--- src/rtl/maneuver_seq.sv ---
// rtl/maneuver_seq.sv - H-bridge maneuver sequencer with dead time, timed drive and overcurrent lockout
module maneuver_seq #(
    parameter int unsigned DEAD_CYCLES = 1000,
    parameter int unsigned RUN_CYCLES  = 100000000,
    parameter int unsigned TURN_CYCLES = 50000000,
    parameter int unsigned COOL_CYCLES = 25000000,
    parameter logic [20:0] DUTY_DRIVE  = 21'd833333,
    parameter logic [20:0] DUTY_TURN   = 21'd416666
) (
    input  logic        clock,
    input  logic        reset,
    input  logic [2:0]  cmd,
    input  logic        cmd_valid,
    output logic        cmd_ready,
    input  logic        oc,
    output logic        IN1,
    output logic        IN2,
    output logic        IN3,
    output logic        IN4,
    output logic [20:0] duty,
    output logic        done,
    output logic        fault,
    output logic        err
);

    typedef enum logic [1:0] {
        S_IDLE,
        S_DEAD,
        S_RUN,
        S_FAULT
    } state_t;

    localparam logic [2:0] CMD_STOP   = 3'd0;
    localparam logic [2:0] CMD_FWD    = 3'd1;
    localparam logic [2:0] CMD_REV    = 3'd2;
    localparam logic [2:0] CMD_TURN_R = 3'd3;
    localparam logic [2:0] CMD_TURN_L = 3'd4;

    state_t      state_q, state_d;
    logic [31:0] cnt_q, cnt_d;
    logic [2:0]  cmd_q, cmd_d;
    logic [3:0]  in_q, in_d;
    logic [20:0] duty_q, duty_d;
    logic        done_q, done_d;
    logic        err_q, err_d;
    logic        fault_q, fault_d;

    logic        accept;
    logic        is_drive;
    logic [31:0] run_limit;

    assign accept    = cmd_valid && (state_q == S_IDLE);
    assign is_drive  = (cmd_q == CMD_FWD) || (cmd_q == CMD_REV);
    assign run_limit = is_drive ? RUN_CYCLES : TURN_CYCLES;

    // Next-state, duration counter and registered-output computation
    always_comb begin
        state_d = state_q;
        cnt_d   = cnt_q + 32'd1;
        cmd_d   = cmd_q;
        done_d  = 1'b0;
        err_d   = 1'b0;
        in_d    = 4'b0000;
        duty_d  = 21'd0;

        case (state_q)
            S_IDLE: begin
                cnt_d = 32'd0;
                // Overcurrent wins over a command presented on the same edge
                if (oc) begin
                    state_d = S_FAULT;
                end else if (accept) begin
                    case (cmd)
                        CMD_STOP: done_d = 1'b1;
                        CMD_FWD, CMD_REV, CMD_TURN_R, CMD_TURN_L: begin
                            cmd_d   = cmd;
                            state_d = S_DEAD;
                        end
                        default: err_d = 1'b1;
                    endcase
                end
            end
            S_DEAD: begin
                if (oc) begin
                    state_d = S_FAULT;
                    cnt_d   = 32'd0;
                end else if (cnt_q == DEAD_CYCLES - 1) begin
                    state_d = S_RUN;
                    cnt_d   = 32'd0;
                end
            end
            S_RUN: begin
                if (oc) begin
                    state_d = S_FAULT;
                    cnt_d   = 32'd0;
                end else if (cnt_q == run_limit - 32'd1) begin
                    state_d = S_IDLE;
                    cnt_d   = 32'd0;
                    done_d  = 1'b1;
                end
            end
            S_FAULT: begin
                // Cooldown only counts clocks with oc low; any oc restarts it
                if (oc) begin
                    cnt_d = 32'd0;
                end else if (cnt_q == COOL_CYCLES - 1) begin
                    state_d = S_IDLE;
                    cnt_d   = 32'd0;
                end
            end
            default: begin
                state_d = S_IDLE;
                cnt_d   = 32'd0;
            end
        endcase

        // Bridge outputs follow the next state so they switch with the state register
        if (state_d == S_RUN) begin
            case (cmd_d)
                CMD_FWD:    begin in_d = 4'b1010; duty_d = DUTY_DRIVE; end
                CMD_REV:    begin in_d = 4'b0101; duty_d = DUTY_DRIVE; end
                CMD_TURN_R: begin in_d = 4'b0110; duty_d = DUTY_TURN;  end
                CMD_TURN_L: begin in_d = 4'b1001; duty_d = DUTY_TURN;  end
                default:    begin in_d = 4'b0000; duty_d = 21'd0;      end
            endcase
        end

        fault_d = (state_d == S_FAULT);
    end

    // State and output registers with synchronous reset
    always_ff @(posedge clock) begin
        if (reset) begin
            state_q <= S_IDLE;
            cnt_q   <= 32'd0;
            cmd_q   <= CMD_STOP;
            in_q    <= 4'b0000;
            duty_q  <= 21'd0;
            done_q  <= 1'b0;
            err_q   <= 1'b0;
            fault_q <= 1'b0;
        end else begin
            state_q <= state_d;
            cnt_q   <= cnt_d;
            cmd_q   <= cmd_d;
            in_q    <= in_d;
            duty_q  <= duty_d;
            done_q  <= done_d;
            err_q   <= err_d;
            fault_q <= fault_d;
        end
    end

    assign cmd_ready = (state_q == S_IDLE);
    assign IN1       = in_q[3];
    assign IN2       = in_q[2];
    assign IN3       = in_q[1];
    assign IN4       = in_q[0];
    assign duty      = duty_q;
    assign done      = done_q;
    assign err       = err_q;
    assign fault     = fault_q;

endmodule

--- config.mk ---
export PLATFORM = sky130hd
export DESIGN_NAME = maneuver_seq
export DESIGN_NICKNAME = d
export VERILOG_FILES = /design/src/rtl/maneuver_seq.sv
export SDC_FILE = /design/constraint.sdc
export NUM_CORES = 1
export LEC_CHECK = 0
export CORE_MARGIN = 2
export CORE_UTILIZATION = 40
export DETAILED_ROUTE_END_ITERATION = 10
export SETUP_SLACK_MARGIN = 0.5
export SYNTH_ARGS = -nofsm -noshare
export SYNTH_HDL_FRONTEND = slang
export SYNTH_SLANG_ARGS = --single-unit
--- constraint.sdc ---
create_clock -name clock -period 3 [get_ports clock]
set_clock_uncertainty 0.1 [all_clocks]
set_input_delay 0.9 -clock clock [delete_from_list [all_inputs] [get_ports clock]]
set_output_delay 0.9 -clock clock [all_outputs]
set_load 0.03 [all_outputs]
After elaboration in Yosys (flattened, before gate mapping)
Index checks and enable logic that the tools add are counted.
{ "word_totals": {"word_cells": 72, "out_inout_bits": 29, "register_bits": 65} }
{ "classes": {"addsub": 2, "eq_ne": 18, "bitwise_logic": 3, "n_mux": 31, "reduce_logical": 10} }
{ "op_table": {"columns": ["operator", "count"], "rows": [
  ["$mux 32", 6],
  ["$pmux 32 s4", 1],
  ["$pmux 20 s2", 1],
  ["$add 32x1->32 const B", 1],
  ["$eq 32x10->1 const B", 1],
  ["$eq 32x25->1 const B", 1],
  ["$eq 32x32->1", 1],
  ["$sub 27x1->28 const B", 1],
  ["$mux 27", 1],
  ["$mux 2", 9],
  ["$pmux 4 s4", 1],
  ["$eq 3x2->1 const B", 5],
  ["$mux 3", 4],
  ["$eq 3x1->1 const B", 3],
  ["$eq 2x2->1 const B", 4],
  ["$pmux 2 s4", 1],
  ["$reduce_or 4->1", 2],
  ["$eq 3x3->1 const B", 2],
  ["$mux 1", 6],
  ["$reduce_or 2->1", 3],
  ["$reduce_or 5->1", 1],
  ["$logic_not 3->1", 1],
  ["$not 1->1", 3],
  ["$eq 2x1->1 const B", 1],
  ["4 further kinds", 4]
]} }

Depth between registers and ports, before layout
Gate-level depths: netlist of run 1.
{ "logic_depth": {"depth_word": 11, "mapped_depth": 8, "depth_no_buf": 7} }

Least setup slack after synthesis of run 1
No wires, ideal clock.
{ "synth_path": {"kind": "input to register", "startpoint": "input oc", "endpoint": "register duty_q[17], in the netlist duty[17]", "stages": 5, "t_required_ns": 2.797, "setup_slack_ns": 0.541, "n_path_buf": 0, "setup_ns": 0.103, "arrival_time_ns": 2.255, "cell_sequence": "nor4b_2 > a21boi_1 > o22ai_1 > nor2_1 > a2111oi_2"} }
{ "synth_between": {"elab_chain_cells": 5} }
{ "synth_lines": {"columns": ["item", "line", "text"], "rows": [
  ["from (decl)", "15", "input logic oc,"],
  ["$mux 3, or another cell as far along", "70", "if (oc) begin"],
  ["$mux 3 / $pmux 2 s4 (equally long branches)", "66", "case (state_q)"],
  ["$eq 3x3->1, or another cell as far along", "119", "case (cmd_d)"],
  ["$reduce_or 2->1 (no line) / $not 1->1 (equally long branches)", null, null],
  ["$pmux 20 s2 / $reduce_or 2->1 (equally long branches)", null, null],
  ["to (signal assigned)", "147", "duty_q <= duty_d;"],
  ["to (decl)", "43", "logic [20:0] duty_q, duty_d;"]
]} }
Parallel ways exist; a longest one is shown, timed or not.
A chain may end at the register's enable or synchronous reset.

Final worst setup path of run 1
{ "layout_path": {"startpoint": "register cnt_q[27]", "endpoint": "register duty_q[18], in the netlist duty[18]"} }
{ "layout_between": {"elab_chain_cells": 7} }
{ "layout_lines": {"columns": ["item", "line", "text"], "rows": [
  ["from (decl)", "40", "logic [31:0] cnt_q, cnt_d;"],
  ["from (signal assigned)", "144", "cnt_q <= cnt_d;"],
  ["$eq 32x25->1, or another cell as far along", "106", "end else if (cnt_q == COOL_CYCLES - 1) begin"],
  ["$mux 2, on equally long branches", "106, 87, 96", null],
  ["$mux 2, on equally long branches", "104, 84, 93", null],
  ["$pmux 2 s4 (*)", "66", null],
  ["$eq 2x2->1 (*)", "118", "if (state_d == S_RUN) begin"],
  ["$not 1->1 (no line) (*)", null, null],
  ["$reduce_or 2->1 (no line) (*)", null, null]
]} }
Every way passes the cells marked *; elsewhere a longest branch is shown, timed or not.

==> results.yml, run 1 <==
run_status:
  outcome: "finished clean"
power:
  p_leak_nw: 1.015
  peakVddDrop_v: 0.0001973
  power.total_mw: 1.135
  powerDensity_mw_per_mm2: 374.1
synthesis:
  yosys_warnings: 0
  syn_inst: 291
  async_flop_share_pct: 0
  ys_seq_area_share_pct: 38.11
  synth.top_cell.area_share_pct: 38.11
  synth_area_per_cell_um2: 8.483
  ys_ff_latch: 47
  synth_edf_count: 0
  synthFlopType: "dfxtp_1"
  synth_top_cell_by_area: "dfxtp_1"
  synth_area_leaders: "dfxtp_1 38%, nor2_1 8.4%, xnor2_1 6.7%"
  synth_cell_type_count: 51
  syn-cell-area_mm2: 0.002469
placement:
  place_inst: 383
  port_buffers: 32
  dp_hpwl_um: 3913
  gp_congestion: 0.7755
  pre_cts_slack_ns: -0.02000
global_route:
  grt_pass1_wl_um: 9073
  track_usage_pct: 17.37
  grt_max_degree: 25
  gr-total-overflow: 0
  grt_pass1_vias: 1920
  antenna_found_initial: 0
sta:
  rsz0062_at_grt: "yes"
  drv_slew: 0
  fmax_mhz: 396.5
  fin_ws_ns: 0.4781
  setup_viol: 0
  period_share_pct: 84.06
  min_period_ns: 2.522
  hold_viol_final: 0
route:
  via_per_inst: 5.332
  dr.pass1.iters: 4
  post-route-drc-count: 0
  drt-wirelength-per-cell_um: 14.69
  drt_iter0_drc: 82
  vias: 2090
  wl_um: 5758
  detail-route-antenna-nets: 0
worst_setup_path:
  reg2reg_to: "duty[18]"
  worstSetupStartpoint: "cnt_q[27]"
  cp_max_fo: 6
  crit_end: "duty[18]"
  cp-start-kind: "flop"
  r2r_setup_slack_ns: 0.48
  crit_type: "reg2reg"
  rr_startpoint: "cnt_q[27]"
  cp_data_arrival_time_ns: 2.61
  end_kind: "flop"
  ff2ff_path_depth: 6
  critical_path_required_ns: 3.09
cts:
  clockBufferDepth: 2
  clock_sinks: 47
  clk_latency_ns: 0.30
  postCtsHoldBufs: 0
  clockRootBuffer: "clkbuf_8"
  clk_pin_slew_worst_paths_ns: 0.09
  cts_buffers: 5
  post_cts_buffers: 0
  htree_levels: 2
  cts_tree: "built"
floorplanning:
  dieArea_mm2: 0.006816
  start_util_pct: 41.45
  die_w_um: 82.56
  die_y_um: 82.56
  rows: 28
  pin_count: 36
  placeableCoreArea_mm2: 0.005956
finish:
  final_cells: 392
  finish.net_count: 324
  drive_gt1_share_pct: 16.40
  num_antenna_cells: 0
  area_growth_pct: 22.86
run:
  maxCapViolations: 0
min_path:
  min-delay-path-class: "reg2reg"
==> power breakdown <==
part           internal [mW]  leakage (nW)  switching (mW)  total (mW)
logic                 0.0461         0.592          0.0734       0.120
clock network          0.163        0.0412           0.215       0.378
registers              0.628         0.382         0.00909       0.637
==> how the worst min path moves through the flow <==
| stage | start | endpoint | slack (ns) | cells after the start |
|---|---|---|---|---|
| 5_1_grt | cnt_q[0] | cnt_q[0] | 0.40 | 1 |
| 2_1_floorplan | cnt_q[0] | cnt_q[0] | 0.33 | 1 |
| 6_report | cnt_q[0] | cnt_q[0] | 0.36 | 1 |
| 4_1_cts | cnt_q[0] | cnt_q[0] | 0.37 | 1 |
| 3_5_place_dp | cnt_q[0] | cnt_q[0] | 0.35 | 1 |
| 3_3_place_gp | cnt_q[0] | cnt_q[0] | 0.34 | 1 |
==> through the flow <==
| stage | utilization, % | TNS [ns] | instance area, um2 | hold slack (ns) |
|---|---|---|---|---|
| 2_1_floorplan | - | 0 | 2476 | 0.3258 |
| 3_3_place_gp | 46.81 | 0 | 2788 | 0.3400 |
| 3_5_place_dp | 46.81 | -0.02320 | 2788 | 0.3468 |
| 4_1_cts | 48.91 | 0 | 2913 | 0.3671 |
| 5_1_grt | 50.92 | 0 | 3033 | 0.4034 |
| 6_report | 50.92 | 0 | 3033 | 0.3648 |
==> sequential cells by signal (all words and copies together) (netlist names) <==
register,cells
err,1
cmd_q,3
in_q,4
done,1
duty,3
cnt_q,32
fault,1
state_q,2
==> critical path, cell delays in order, from the launching register on <==
cell,delay [ns]
dfxtp_4,0.37
or4_4,0.57
nor4_4,0.29
o211ai_1,0.23
o311ai_2,0.41
o311a_2,0.36
nor4_4,0.08
==> cell usage in the layout (no fill, tap or decap), drive strengths merged, types with 2 or more instances in the layout <==
cell type	instances
o211ai	2
nor4	13
nand4	9
dfxtp	47
and3	4
nand2	14
conb	3
o311a	2
nor2	55
and4	2
nor4b	4
nor3	10
xnor2	19
xor2	16
buf	11
nand3	15
clkbuf	6
or2	3
nand4bb	2
or4	4
inv	6
a21oi	7
dlymetal6s2s	6
o21ai	2
or3	2
nor2b	6
clkdlybuf4s50	25
==> synth_stat cells, types with 2 or more instances <==
cell / n
o21ai_1: 2
nor4b_1: 2
clkbuf_1: 5
and3_1: 4
nor4_1: 8
dfxtp_1: 47
nand3_1: 15
nand2_1: 14
xor2_1: 16
nand4_1: 9
buf_4: 18
nor2_1: 55
nor4_2: 5
and4_1: 2
inv_1: 5
nand4bb_1: 2
or3_1: 2
nor3_1: 10
xnor2_1: 19
a21oi_1: 7
or2_2: 2
buf_2: 4
o211ai_1: 2
nor2b_1: 6
or4_1: 3
nor4b_2: 2
==> cells by family after synthesis <==
group	Yosys count	share of synthesized area (%)
flops	47	38.11
xor+xnor	35	12.42
buf+inv	34	8.414
compound gates	23	6.691
fa+ha+maj	1	0.5068
other cells	1	0.1519
simple gates	150	33.71
==> cell type report <==
class / instances / area (um2)
Multi-Input combinational cell: 213 / 1461
Fill cell: 577 / 2923
Sequential cell: 47 / 949.7
Inverter: 6 / 22.52
Timing Repair Buffer: 43 / 420.4
Clock buffer: 6 / 72.57
Clock inverter: 2 / 12.51
Tap cell: 75 / 93.84
==> layer usage <==
layer	track usage (%)	up-vias	wire, um
li1	-	1048	-
met1	23.46	971	2698
met2	27.10	58	2667
met3	3.043	13	254
met4	7.705	0	137
met5	0	-	0
==> timing repair <==
item                       in CTS  in global routing
gates cloned                    0                  1
resized for setup              11                 26
setup endpoints to repair      10                 37
pin swaps                       1                  9
Power figures use the tool's default switching activity.
==> run 2: changes to the inputs <==
- clock period: 3 -> 2.25 ns (I/O delays scaled with it)
==> run 2 against run 1 <==
- the flow now finishes with violations (negative setup slack)
- worst setup slack got worse by 0.56 ns
- fmax rose by 8.2%
- largest power group unchanged
- clock power grew 34%
- via count is 10% higher
- design area increased by 17%
- largest cell class unchanged
- worst hold slack better by 0.062 ns
- first-iteration DRC count decreased by 7.3%
- total power rose by 37%
- count of clock-buffer cells in the layout is the same
- critical endpoint is now duty[17]
==> results.yml, run 2 (synthesis results as in run 1) <==
run_status:
  outcome: "complete, but fails checks"
  violations: "negative setup slack"
worst_setup_path:
  critical_path_required_ns: 2.36
  r2r_setup_slack_ns: -0.08
  rr_startpoint: "cnt_q[29]"
  crit_type: "reg2reg"
  cp-start-kind: "flop"
  reg2reg_to: "duty[17]"
  ff2ff_path_depth: 6
  end_kind: "flop"
  worstSetupStartpoint: "cnt_q[29]"
  cp_max_fo: 5
  cp_data_arrival_time_ns: 2.44
finish:
  final_common_cell: "buf_4"
  fin_area_mm2: 0.003562
  finish.net_count: 385
  final_cells: 453
  largest_reg_flops: 32
  top_regs: "cnt_q x32, in_q x4"
  drive_gt1_share_pct: 42.59
  area_growth_pct: 44.30
  post-route-util_pct: 59.81
  final_cell_mix: "60 x buf_4, 51 x nor2_1, 30 x dfxtp_1"
  num_antenna_cells: 0
  top_register: "cnt_q"
power:
  swShare_pct: 26.38
  p_int_mw: 1.140
  netSwitchingPower_uw: 408.6
  comb_power_share_pct: 12.4
  power_frac_seq_pct: 54.8
  p_leak_nw: 1.395
  clock_power_share_pct: 32.8
  powerDensity_mw_per_mm2: 434.9
  peakVddDrop_v: 0.0002411
sta:
  setup_viol: 6
  fmax_mhz: 429.0
  drv_slew: 0
  period_share_pct: 103.6
  fin_ws_ns: -0.08095
  rsz0062_at_grt: "yes"
  min_period_ns: 2.331
  hold_viol_final: 0
run:
  maxCapViolations: 0
placement:
  place_inst: 437
  placed_area_mm2: 0.003302
  dp_hpwl_um: 4450
  port_buffers: 32
  gp_congestion: 0.8843
route:
  drt-wirelength-per-cell_um: 13.63
  vias: 2303
  dr.pass1.iters: 4
  detail-route-antenna-nets: 0
  via_per_inst: 5.084
  drt_iter0_drc: 76
  post-route-drc-count: 0
  wl_um: 6176
min_path:
  min_path_cells: 2
  min_to: "cnt_q[4]"
  min-delay-path-class: "reg2reg"
  min_from: "cnt_q[4]"
global_route:
  track_usage_pct: 19.67
  grt_pass1_vias: 2204
  grt_pass1_wl_um: 10250
  gr-total-overflow: 0
  grt_max_degree: 25
  antenna_found_initial: 0
cts:
  clockRootBuffer: "clkbuf_8"
  clk_pin_slew_worst_paths_ns: 0.09
  clock_sinks: 47
  clockBufferDepth: 2
  htree_levels: 2
  clk_latency_ns: 0.30
  cts_tree: "built"
  cts_buffers: 5
floorplanning:
  pin_count: 36
  placeableCoreArea_mm2: 0.005956
  die_y_um: 82.56
  dieArea_mm2: 0.006816
  die_w_um: 82.56
  rows: 28
  start_util_pct: 41.45
## run 2: how the worst max path moves through the flow
stage	end	slack, ns	cells past startpoint
final	duty[17]	-0.08	6
after global routing	in_q[2]	-0.21	7
after CTS	duty[17]	-0.10	6
after detailed placement	duty[17]	-0.36	6
after global placement	duty[17]	-0.35	6
after floorplan	duty[17]	0.08	7
## run 2: worst max-delay path, stage by stage, from the launching register on
cell,delay [ns]
dfxtp_2,0.33
or4_4,0.57
nor4_4,0.22
and4bb_1,0.26
nor3_2,0.07
a311o_2,0.41
a2111oi_4,0.28
## run 2: power groups by stage
stage	sequential [mW]	clock [mW]	combinational, mW
CTS	0.852	0.526	0.191
global route	0.850	0.561	0.207
detailed placement	0.869	0	0.181
global placement	0.869	0	0.179
floorplan	0.876	0	0.0986
finish	0.848	0.508	0.193
## run 2: stage by stage
step / TNS [ns] / total power [mW] / worst slack [ns] / hold slack, ns
2_1_floorplan: 0 / 0.9749 / 0.07741 / 0.3283
3_3_place_gp: -6.208 / 1.048 / -0.3473 / 0.4190
3_5_place_dp: -6.941 / 1.050 / -0.3648 / 0.4237
4_1_cts: -0.3785 / 1.569 / -0.1015 / 0.4347
5_1_grt: -3.677 / 1.618 / -0.2138 / 0.4773
6_report: -0.2844 / 1.549 / -0.08095 / 0.4269
## run 2: final cells by class
| class | count | area (um2) |
|---|---|---|
| Inverter | 6 | 22.52 |
| Clock buffer | 6 | 72.57 |
| Fill cell | 544 | 2394 |
| Sequential cell | 47 | 969.7 |
| Timing Repair Buffer | 104 | 845.8 |
| Tap cell | 75 | 93.84 |
| Clock inverter | 2 | 12.51 |
| Multi-Input combinational cell | 213 | 1545 |
## run 2: repair_timing
item / 4_1_cts / 5_1_grt
cloned: 1 / 0
setup endpoints to repair: 73 / 53
buffers inserted: 3 / 4
hold buffers: 0 / 0
pin swaps: 10 / 14
resized for setup: 147 / 23
## run 2: per-layer routing
layer | routed length, um | global-route usage, % | share of wire [%] | vias up
met1 | 2816 | 24.10 | 46 | 1079
met3 | 234 | 4.348 | 3.8 | 9
met5 | 0 | 0 | 0 | -
met2 | 3034 | 34.19 | 49 | 46
li1 | - | - | - | 1169
met4 | 91 | 6.230 | 1.5 | 0
==> run 3: changes to the inputs <==
- ABC_CLOCK_PERIOD_IN_PS: not set -> 2250
- CTS_BUF_LIST: not set -> sky130_fd_sc_hd__clkbuf_16
- CTS_CLUSTER_SIZE: not set -> 30
==> run 3 against run 2 <==
- worst setup slack better by 0.0063 ns
- register-to-register slack barely moved
- worst hold slack got worse by 0.0036 ns
- via count increased by 0.43%
- critical path type unchanged
- clock power increased by 42%
- flip-flop and latch count did not move
- sequential power is 0.5% higher
- design area up 0.32%
- combinational power about the same
- the run still ends with negative setup slack left
- fmax increased by 0.27%
- global-route usage rose by 0.25 points
==> results.yml, run 3 (synthesis results as in run 1) <==
cts:
  clk_latency_ns: 0.29
  clk_pin_slew_worst_paths_ns: 0.06
  cts_tree: "built"
  clockBufferDepth: 2
  htree_levels: 2
  clockRootBuffer: "clkbuf_16"
  clock_sinks: 47
  cts_buffers: 5
finish:
  post-route-util_pct: 60.00
  finish.net_count: 384
  top_regs: "cnt_q x32, in_q x4"
  multi_input_area_mm2: 0.001556
  top_register: "cnt_q"
  area_growth_pct: 44.75
  final_cell_mix: "61 x buf_4, 49 x nor2_1, 33 x dfxtp_1"
  final_common_cell: "buf_4"
  drive_gt1_share_pct: 42.18
  num_antenna_cells: 0
  largest_reg_flops: 32
  ff_latch_area_um2: 960.9
  num-fill-cells: 556
sta:
  fmax_mhz: 430.2
  hold_viol_final: 0
  period_share_pct: 103.3
  rsz0062_at_grt: "yes"
  min_period_ns: 2.325
  setup-tns-final_ns: -0.2390
  fin_ws_ns: -0.07464
  drv_slew: 0
  setup_viol: 6
route:
  post-route-drc-count: 0
  drt-wirelength-per-cell_um: 13.86
  vias: 2313
  dr.pass1.iters: 4
  detail-route-antenna-nets: 0
  drt_iter0_drc: 70
  via_per_inst: 5.117
  wl_um: 6266
power:
  peakVddDrop_v: 0.0002633
  powerDensity_mw_per_mm2: 493.2
  p_leak_nw: 1.437
global_route:
  gr-total-overflow: 0
  track_usage_pct: 19.92
  grt_pass1_vias: 2232
  grt_max_degree: 25
  antenna_found_initial: 0
  grt_pass1_wl_um: 10350
floorplanning:
  rows: 28
  die_w_um: 82.56
  die_y_um: 82.56
  pin_count: 36
  dieArea_mm2: 0.006816
  start_util_pct: 41.45
  placeableCoreArea_mm2: 0.005956
worst_setup_path:
  cp_data_arrival_time_ns: 2.42
  reg2reg_to: "duty[17]"
  critical_path_required_ns: 2.34
  r2r_setup_slack_ns: -0.07
  ff2ff_path_depth: 6
  end_kind: "flop"
  rr_startpoint: "cnt_q[29]"
  cp_max_fo: 5
  cp-start-kind: "flop"
  crit_type: "reg2reg"
run_status:
  violations: "negative setup slack"
  outcome: "complete, but fails checks"
placement:
  port_buffers: 32
  gp_congestion: 0.8843
  dp_hpwl_um: 4450
  pre_cts_slack_ns: -0.3648
min_path:
  min_path_cells: 2
  min_to: "cnt_q[4]"
  min_from: "cnt_q[4]"
  min-delay-path-class: "reg2reg"
run:
  maxCapViolations: 0
-- run 3: metrics by stage --
stage          cell area (um2)  hold WS [ns]  std cells  power, mW
3_5_place_dp              3302        0.4237        437      1.050
5_1_grt                   3573        0.4475        452      1.833
4_1_cts                   3528        0.4282        449      1.787
2_1_floorplan             2572        0.3283        293     0.9749
3_3_place_gp              3302        0.4190        437      1.048
6_report                  3573        0.4234        452      1.763
-- run 3: area by class of cell --
type	count	share of cell area, %
multi-input combinational	213	43.56
sequential	47	26.89
timing repair buffer	103	22.34
clock buffer	5	3.501
tap	75	2.626
inverter	6	0.6303
clock inverter	3	0.4552
-- run 3: repair_timing --
item,in CTS,in global routing
hold buffers,0,0
cloned,1,0
endpoints found under the setup margin,73,52
resized for setup,139,27
buffers inserted,3,3
pin swaps,10,8
-- run 3: where the power goes --
part	switching, mW	total (mW)	internal (mW)
clock	0.314	0.719	0.406
sequential	0.0111	0.852	0.840
combinational	0.108	0.191	0.0836
total	0.433	1.76	1.33
-- run 3: worst max path at each step --
stage,from,to,slack [ns],cells after the start
global placement,cmd_valid,duty[17],-0.35,6
global route,cnt_q[29],duty[17],-0.18,6
CTS,cnt_q[29],duty[17],-0.09,6
detailed placement,cmd_valid,duty[17],-0.36,6
finish,cnt_q[29],duty[17],-0.07,6
floorplan,cnt_q[29],duty[17],0.08,7
-- run 3: layer usage --
| metal | wire length (um) | up-vias | track usage, % |
|---|---|---|---|
| met5 | 0 | - | 0 |
| met4 | 110 | 0 | 7.541 |
| met3 | 245 | 11 | 4.239 |
| met2 | 3114 | 39 | 34.27 |
| met1 | 2796 | 1093 | 24.28 |
| li1 | - | 1170 | - |
-- run 3: worst max-delay path: stages (launching register included) --
cell	delay [ns]
dfxtp_2	0.32
or4_4	0.57
nor4_1	0.25
and4_1	0.23
nor3_2	0.07
a311o_2	0.41
a2111oi_4	0.28
